### config.mk
export PLATFORM = sky130hd
export DESIGN_NAME = rr_grant_ctrl
export DESIGN_NICKNAME = d
export VERILOG_FILES = /design/src/rtl/arb_pkg.sv /design/src/rtl/rr_pick.sv /design/src/rtl/rr_grant_ctrl.sv
export SDC_FILE = /design/constraint.sdc
export NUM_CORES = 1
export LEC_CHECK = 0
export BUFFER_PORTS_ARGS = -buffer_cell sky130_fd_sc_hd__clkbuf_2
export CAP_MARGIN = 20
export CORE_UTILIZATION = 57
export CTS_BUF_LIST = sky130_fd_sc_hd__clkbuf_4
export DETAILED_ROUTE_END_ITERATION = 16
export PLACE_DENSITY = 0.8
export SLEW_MARGIN = 5
export SYNTH_ARGS = -nofsm -noshare
export SYNTH_HDL_FRONTEND = slang
export SYNTH_HIERARCHICAL = 1
export SYNTH_SLANG_ARGS = --single-unit
### constraint.sdc
create_clock -name clk -period 3.2 [get_ports clk]
set_input_delay 0 -clock clk [delete_from_list [all_inputs] [get_ports clk]]
set_output_delay 0 -clock clk [all_outputs]
set_load 0.01 [all_outputs]
### src/rtl/arb_pkg.sv
// Shared types and default sizing for the round-robin grant controller.
package arb_pkg;

  typedef enum logic [0:0] {
    ARB_IDLE = 1'b0,
    ARB_BUSY = 1'b1
  } arb_state_e;

  localparam int ARB_N_DEF    = 4;
  localparam int ARB_HOLD_DEF = 8;

endpackage

### src/rtl/rr_pick.sv
// Combinational round-robin search: first bit of vec set and not excluded,
// scanning upward from start and wrapping modulo N.
module rr_pick
  import arb_pkg::*;
#(
  parameter  int N    = ARB_N_DEF,
  localparam int IDXW = $clog2(N)
) (
  input  logic [N-1:0]    vec,
  input  logic [IDXW-1:0] start,
  input  logic [N-1:0]    excl,
  output logic            found,
  output logic [IDXW-1:0] idx
);

  logic [IDXW-1:0] pos_s;
  logic            hit_s;

  // Scan positions start, start+1, ... and latch the first eligible one.
  always_comb begin
    found = 1'b0;
    idx   = {IDXW{1'b0}};
    pos_s = {IDXW{1'b0}};
    hit_s = 1'b0;
    for (int i = 0; i < N; i++) begin
      pos_s = IDXW'((int'(start) + i) % N);
      hit_s = vec[pos_s] & ~excl[pos_s] & ~found;
      found = found | hit_s;
      idx   = hit_s ? pos_s : idx;
    end
  end

endmodule

### src/rtl/rr_grant_ctrl.sv
// Round-robin single-owner grant controller with tenure-limited preemption.
// Define RR_GRANT_PROPS_EN to elaborate the embedded properties and covers.
module rr_grant_ctrl
  import arb_pkg::*;
#(
  parameter  int N        = ARB_N_DEF,
  parameter  int HOLD_MAX = ARB_HOLD_DEF,
  localparam int IDXW     = $clog2(N)
) (
  input  logic            clk,
  input  logic            rstn,
  input  logic [N-1:0]    req,
  output logic [N-1:0]    gnt,
  output logic [IDXW-1:0] gnt_id,
  output logic            busy,
  output logic            preempt
);

  localparam int              TENW     = $clog2(HOLD_MAX + 1);
  localparam logic [TENW-1:0] TEN_LAST = TENW'(HOLD_MAX - 1);
  localparam logic [IDXW-1:0] IDX_LAST = IDXW'(N - 1);
  localparam logic [N-1:0]    GNT_ONE  = N'(1'b1);

  arb_state_e      state_q,   state_d;
  logic [N-1:0]    gnt_q,     gnt_d;
  logic [IDXW-1:0] gnt_id_q,  gnt_id_d;
  logic [IDXW-1:0] ptr_q,     ptr_d;
  logic [TENW-1:0] tenure_q,  tenure_d;
  logic            busy_q,    busy_d;
  logic            preempt_q, preempt_d;

  logic [N-1:0]    excl_s;
  logic            pick_found_s;
  logic [IDXW-1:0] pick_idx_s;

  // While busy ptr_q is already owner+1, so one search serves both the idle
  // pick and the preemption pick; only the owner must be masked out.
  always_comb begin
    if (state_q == ARB_BUSY) begin
      excl_s = gnt_q;
    end else begin
      excl_s = {N{1'b0}};
    end
  end

  rr_pick #(.N(N)) u_pick (
    .vec   (req),
    .start (ptr_q),
    .excl  (excl_s),
    .found (pick_found_s),
    .idx   (pick_idx_s)
  );

  // Next-state and registered-output decode.
  always_comb begin
    state_d   = state_q;
    gnt_d     = gnt_q;
    gnt_id_d  = gnt_id_q;
    ptr_d     = ptr_q;
    tenure_d  = tenure_q;
    preempt_d = 1'b0;
    case (state_q)
      ARB_IDLE: begin
        if (pick_found_s) begin
          state_d  = ARB_BUSY;
          gnt_d    = GNT_ONE << pick_idx_s;
          gnt_id_d = pick_idx_s;
          ptr_d    = (pick_idx_s == IDX_LAST) ? {IDXW{1'b0}} : pick_idx_s + IDXW'(1'b1);
          tenure_d = {TENW{1'b0}};
        end else begin
          state_d = ARB_IDLE;
        end
      end
      ARB_BUSY: begin
        // Release outranks preemption and always costs a bubble cycle.
        if (!req[gnt_id_q]) begin
          state_d  = ARB_IDLE;
          gnt_d    = {N{1'b0}};
          tenure_d = {TENW{1'b0}};
        end else if ((tenure_q == TEN_LAST) && pick_found_s) begin
          gnt_d     = GNT_ONE << pick_idx_s;
          gnt_id_d  = pick_idx_s;
          ptr_d     = (pick_idx_s == IDX_LAST) ? {IDXW{1'b0}} : pick_idx_s + IDXW'(1'b1);
          tenure_d  = {TENW{1'b0}};
          preempt_d = 1'b1;
        end else if (tenure_q != TEN_LAST) begin
          tenure_d = tenure_q + TENW'(1'b1);
        end else begin
          tenure_d = tenure_q;
        end
      end
      default: begin
        state_d  = ARB_IDLE;
        gnt_d    = {N{1'b0}};
        tenure_d = {TENW{1'b0}};
      end
    endcase
    busy_d = |gnt_d;
  end

  // State and output registers.
  always_ff @(posedge clk or negedge rstn) begin
    if (!rstn) begin
      state_q   <= ARB_IDLE;
      gnt_q     <= {N{1'b0}};
      gnt_id_q  <= {IDXW{1'b0}};
      ptr_q     <= {IDXW{1'b0}};
      tenure_q  <= {TENW{1'b0}};
      busy_q    <= 1'b0;
      preempt_q <= 1'b0;
    end else begin
      state_q   <= state_d;
      gnt_q     <= gnt_d;
      gnt_id_q  <= gnt_id_d;
      ptr_q     <= ptr_d;
      tenure_q  <= tenure_d;
      busy_q    <= busy_d;
      preempt_q <= preempt_d;
    end
  end

  assign gnt     = gnt_q;
  assign gnt_id  = gnt_id_q;
  assign busy    = busy_q;
  assign preempt = preempt_q;

`ifdef RR_GRANT_PROPS_EN
  
  

  
  
  
  
  // Held-and-contended for HOLD_MAX consecutive stable cycles means the
  // tenure ran past its limit.
  

  
  
`else
`endif

endmodule

### Word level (Yosys, flattened, before mapping)

Cells that the tools add are included.
Widths: inputs -> output; s select.

* bits in registers: 15
* input bits: 6
* output and inout bits: 8
* logic and storage cells: 94

* add/sub/neg operators: 5
* $lt $le $gt $ge: 5
* equal/unequal tests: 7
* shift operators: 1
* mux-type cells: 47
* bitwise logic cells: 18
* reduce and logical (&&, ||, !) cells: 4

Operators by type and width (number)
* $mux 4: 8
* $mux 2: 11
* $bmux 1 s2: 9
* $pmux 4 s2: 2
* $lt 2x3->1 const B: 5
* $mux 1: 14
* $not 1->1: 8
* $pmux 2 s2: 2
* $and 1x1->1: 7
* $add 2x1->2 const B: 2
* $add 2x2->2 const B: 2
* $add 4x1->4 const B: 1
* $eq 4x3->1 const B: 1
* $ne 2x1->1 const B: 2
* $ne 4x2->1 const B: 1
* $ne 4x3->1 const B: 1
* $reduce_or 4->1: 1
* $shl 1x2->4 const A: 1
* $or 1x1->1: 3
* $reduce_and 3->1: 1
* $eq 2x2->1 const B: 1
* $ne 2x2->1 const B: 1
* $pmux 1 s2: 1
* $reduce_and 2->1: 1
* $logic_and 1x1->1: 1

### Depth between registers and ports, before layout

* word-level depth: 19
* mapped depth: 10
* mapped depth without buffers: 9

### By module

Netlist, hierarchy kept.

Modules (own cells, without submodules)
* rr_grant_ctrl: times used 1, cells each 75, area each 797.0 sq um, seq. area each 375.4 sq um
* rr_pick: times used 1, cells each 17, area each 107.6 sq um, seq. area each 0.0 sq um

### Worst setup path after synthesis

Ideal clock, no wire load.

* path kind: register -> register
* start: reg state_q
* end: reg busy_q, in the netlist busy
* setup time: 0.139 ns
* arrival time: 2.158 ns
* required time: 3.061 ns
* slack: 0.903 ns
* stages on the path, launching flop included: 11
* buffers on the path: 2
* clock period less this slack: 2.297 ns
* cells stage by stage: dfrtp_1 -> buf_2 -> and2_1 -> nand2b_1 -> nor2b_1 -> nand3_1 -> clkbuf_1 -> nand2b_1 -> a21oi_1 -> a311oi_1 -> or4_1

* cells in the longest elaborated chain, start to end: 19
* elaborated cells on any way between the ends: 38
* classes of those cells: shift (1); mux (17); bitwise (18); reduce/logical (2)

Ends and longest elaborated chain
* from (decl): line rr_grant_ctrl.sv:24 `arb_state_e state_q, state_d;`
* from (signal assigned): line rr_grant_ctrl.sv:112 `state_q <= state_d;`
* $mux 4 *: line rr_grant_ctrl.sv:39 `if (state_q == ARB_BUSY) begin`
* named net excl_s[2]: line rr_grant_ctrl.sv:32 `logic [N-1:0] excl_s;`
* $bmux 1 s2: line rr_pick.sv:27 `hit_s = vec[pos_s] & ~excl[pos_s] & ~found;`
* $mux 1 (not written as such): line rr_pick.sv:27
* $not 1->1: line rr_pick.sv:27
* $and 1x1->1: line rr_pick.sv:27
* $not 1->1: line rr_pick.sv:27
* $and 1x1->1: line rr_pick.sv:27
* [... 7 more ...]
* named net pick_found_s: line rr_grant_ctrl.sv:33 `logic pick_found_s;`
* $logic_and 1x1->1: line rr_grant_ctrl.sv:80 `end else if ((tenure_q == TEN_LAST) && pick_found_s) begin`
* $mux 4: line rr_grant_ctrl.sv:80
* $mux 4: line rr_grant_ctrl.sv:76 `if (!req[gnt_id_q]) begin`
* $pmux 4 s2 *: line rr_grant_ctrl.sv:62 `case (state_q)`
* named net gnt_d[1]: line rr_grant_ctrl.sv:25 `logic [N-1:0] gnt_q, gnt_d;`
* $reduce_or 4->1 *: line rr_grant_ctrl.sv:98 `busy_d = |gnt_d;`
* named net busy_d: line rr_grant_ctrl.sv:29 `logic busy_q, busy_d;`
* to (signal assigned): line rr_grant_ctrl.sv:117 `busy_q <= busy_d;`
* to (decl): line rr_grant_ctrl.sv:29

The timed path passes the listed nets; every way through them passes the cells marked *. The select of a mux whose other input is x is not followed.
A chain may end at the register's enable or synchronous reset.

### Final worst setup path

* start: reg state_q
* end: reg busy_q, in the netlist busy

* cells in the longest elaborated chain, start to end: 19
* elaborated cells on any way between the ends: 38
* classes of those cells: shift (1); mux (17); bitwise (18); reduce/logical (2)

Ends and longest elaborated chain (line)
* $mux 4 *: rr_grant_ctrl.sv:39
* named net excl_s[0]: rr_grant_ctrl.sv:32
* $bmux 1 s2: rr_pick.sv:27
* $mux 1 (not written as such): rr_pick.sv:27
* $not 1->1: rr_pick.sv:27
* $and 1x1->1: rr_pick.sv:27
* $not 1->1: rr_pick.sv:27
* $and 1x1->1: rr_pick.sv:27
* [... 6 more ...]
* $mux 2 / $or 1x1->1 (equally long branches): rr_pick.sv:29, rr_pick.sv:28
* $shl 1x2->4 / $logic_and 1x1->1 (equally long branches): rr_grant_ctrl.sv:66, rr_grant_ctrl.sv:81, rr_grant_ctrl.sv:80
* $mux 4: rr_grant_ctrl.sv:80
* $mux 4: rr_grant_ctrl.sv:76
* $pmux 4 s2 *: rr_grant_ctrl.sv:62
* named net gnt_d[0]: rr_grant_ctrl.sv:25
* $reduce_or 4->1 *: rr_grant_ctrl.sv:98
* named net busy_d: rr_grant_ctrl.sv:29

Marks and branches as above.

==> flow_metrics.env <==
export IMPL_synth_top_area_cell="dfrtp_1"
export IMPL_finalSetupTns_ps=0
export IMPL_layout_drive_gt1_share_pct=23.1
export IMPL_antenna_cells=0
export IMPL_synth_top_cell_area_share_pct=41.5
export IMPL_wl_mm=1.87
export IMPL_rows=14
export IMPL_drv_slew=0
export IMPL_cp_slowest_cell="dfrtp_1"
export IMPL_syn_avg_cell_area_um2=9.83
export IMPL_finalPower_uw=957
export IMPL_finalCritPeriodShare_pct=81.8
export IMPL_cts_sinks=15
export IMPL_drt_initial_drc_count=12
export IMPL_cp_max_fo=14
export IMPL_status="complete, no violations"
export IMPL_cts_setup_buffers=0
export IMPL_multi_input_area_um2=498
export IMPL_dp_hpwl_mm=1.42
export IMPL_cp_depth=9
export IMPL_maxCapViolations=0
export IMPL_cts_tree="done"
export IMPL_yosys_top_cells_area="dfrtp_1 (41%), ha_1 (6.9%), mux2_2 (5.0%)"
export IMPL_worstSetupPathType="reg -> reg"
export IMPL_synth_simple_area_share_pct=22.3
export IMPL_via_per_inst=6.03
export IMPL_place_congestion=0.930
export IMPL_async_flop_share_pct=100
export IMPL_path_buf_inv=1
export IMPL_syn_nets=103
export IMPL_period_minus_slack_ps=2620
export IMPL_critPathTopFamily="simple AND/OR/NAND/NOR gates"
export IMPL_path_cells="and2_1 > nand2b_1 > mux2i_1 > a211oi_2 > inv_1 > ha_1 > a21oi_1 > a211oi_1 > or4_1"
export IMPL_synth_distinct_cells=33
export IMPL_regArea_um2=375
export IMPL_grt_use_total_pct=24.4
export IMPL_synth_edf_count=0
export IMPL_grt_pass1_vias=682
export IMPL_cts_htree_levels=1
export IMPL_worst_setup_path_start_kind="register"
export IMPL_synth_top_flop_cell="dfrtp_1"
export IMPL_hold_violations=0
export IMPL_via_count=748
export IMPL_synth_top_family_by_area="simple AND/OR/NAND/NOR gates"
export IMPL_die_x_um=41.8
export IMPL_cpPeakStageDelay_ps=530
export IMPL_drc_errors=0
export IMPL_clock_path_buffers=2
export IMPL_grt_max_degree=16
export IMPL_synthMuxAreaShare_pct=8.58
export IMPL_io_buffers=13
export IMPL_n_fill_cell=115
export IMPL_root_buffer="clkbuf_4"
export IMPL_synth_compound_area_share_pct=17.3
export IMPL_cts_buffers=3
export IMPL_slew_headroom_pct=73.9
export IMPL_layout_nets=120
export IMPL_firstDrtPassIters=4
export IMPL_synth_yosys_seq_area_share_pct=41.5
export IMPL_timing_fmax_mhz=382
export IMPL_hp_class="in -> async"
export IMPL_clk_pin_slew_ps=90
export IMPL_fin_worst_skew_ps=7.19
export IMPL_pin_count=14
export IMPL_clk_latency_ps=290
export IMPL_die_h_um=41.8
export IMPL_r2r_cells=9
export IMPL_antenna_found_initial=0
export IMPL_endpoint_kind="register"
export IMPL_critical_path_arrival_ps=2780
export IMPL_wire_per_inst_um=15.1
export IMPL_grt_pass1_wl_mm=3.15
export IMPL_syn_area_um2=905
export IMPL_syn2layout_area_growth_pct=12.9
export IMPL_powerDensity_nw_per_um2=937
export IMPL_synth_warnings=6
export IMPL_leakage_nw=0.474
export IMPL_ant_nets=0
export IMPL_initial_utilization_pct=60.8
export IMPL_critPathRequiredTime_ps=3360
export IMPL_synth_xor_area_share_pct=0
export IMPL_synth_seq_cells=15
export IMPL_vdd_ir_drop_max_mv=0.549
export IMPL_core_um2=1490
export IMPL_rsz0062_at_grt="false"
export IMPL_synthAdderAreaFrac_pct=6.92
export IMPL_die_area_um2=1750
export IMPL_worstMarginPinSlew_ps=391
export IMPL_synthCells=92
export IMPL_setup_viol=0
export IMPL_grt_overflow=0
timing repair:
item	CTS	global route
hold buffers	1	0
gates resized for setup	0	0
hold endpoints to repair	15	0
metrics by stage:
stage	utilization [%]	area [µm²]	setup WS [ps]	instances	hold slack [ps]
after CTS	68.6	1020	604	124	151
final	68.6	1020	583	124	143
after floorplan	-	905	903	92	-296
after detailed placement	65.9	981	603	119	-69.6
after global placement	65.9	981	712	119	-73.3
after global routing	68.6	1020	380	124	177
power by group:
part	switching (mW)	total (mW)	internal [mW]
registers	0.0798	0.344	0.264
clock network	0.0598	0.117	0.0570
logic	0.266	0.496	0.230
worst reg2reg max path, delay by kind of cell, from the launching register on:
family	cells	cell delay [ps]
DFF	1	530
and+or+nand+nor	3	900
adders and majority gates	1	220
buffers and inverters	1	120
muxes	1	100
AOI/OAI and AO/OA	3	630
final timing paths:
path | slack (ps) | to | startpoint
min in group clk | 340 | tenure_q[1]$_DFFE_PN0P_ | req[1]
hold / removal | 140 | gnt_id[0]$_DFFE_PN0P_ | rstn
max in group asynchronous | 2790 | tenure_q[0]$_DFFE_PN0P_ | rstn
setup / recovery | 580 | busy$_DFF_PN0_ | state_q$_DFF_PN0_
setup reg to reg | 580 | busy$_DFF_PN0_ | state_q$_DFF_PN0_
hold reg to reg | 540 | tenure_q[0]$_DFFE_PN0P_ | tenure_q[0]$_DFFE_PN0P_
final cells by class:
cell class / instances / area share (%)
Tap cell: 16 / 1.96
Timing Repair Buffer: 14 / 7.35
Multi-Input combinational cell: 69 / 48.8
Inverter: 6 / 2.21
Clock buffer: 4 / 2.94
Sequential cell: 15 / 36.8
flip-flops by register name, indices dropped and copies added (netlist names):
register	count
gnt	4
tenure_q	4
gnt_id	2
ptr_q	2
busy	1
preempt	1
state_q	1
synth_stat cells, drive strengths merged, types with 2 or more instances:
cell type	n
mux2	4
nand3	2
or4	2
nor2	6
nor2b	5
nand2b	6
dfrtp	15
and2	4
o21ai	6
o32ai	2
a21oi	6
ha	5
nand2	3
a211oi	4
a21boi	2
inv	6
logic make-up (layout without fill, tap and decap cells):
logic type / count (synthesis) / after routing
fa+ha+maj: 5 / 5
compound gates: 24 / 24
simple gates: 34 / 34
buf+inv: 8 / 24
mux: 6 / 6
flops: 15 / 15
metal layers:
metal	share of wire, %	wire length (µm)	GRT usage [%]
met5	0	0	0
met4	2.1	39	13.5
met3	4.2	79	4.35
met2	46	864	37.5
met1	47	889	32.7
layout by cell type, fill, tap and decap left out:
cell type,netlist,layout
mux2_2,4,4
a21oi_1,6,6
nand3b_1,1,1
nor3_1,1,1
a21boi_0,2,2
nand4b_1,1,1
nand2b_1,6,6
a31oi_1,1,1
a311oi_1,1,1
a21o_1,1,1
dlygate4sd3_1,0,1
nand2_1,3,3
nor3b_1,1,1
a211oi_2,1,1
o21ai_1,2,2
a211oi_1,3,3
and2_1,4,4
mux2i_1,1,1
nand3_1,2,2
nor2b_1,4,4
clkbuf_4,0,4
mux4_2,1,1
inv_1,6,6
o22ai_1,1,1
and3b_1,1,1
or2b_2,1,1
o21ai_0,4,4
nor2b_2,1,1
dfrtp_1,15,15
o32ai_1,2,2
ha_1,5,5
nor2_1,6,6
or4_1,2,2
clkbuf_2,0,13
Power figures use the tool's default switching activity.
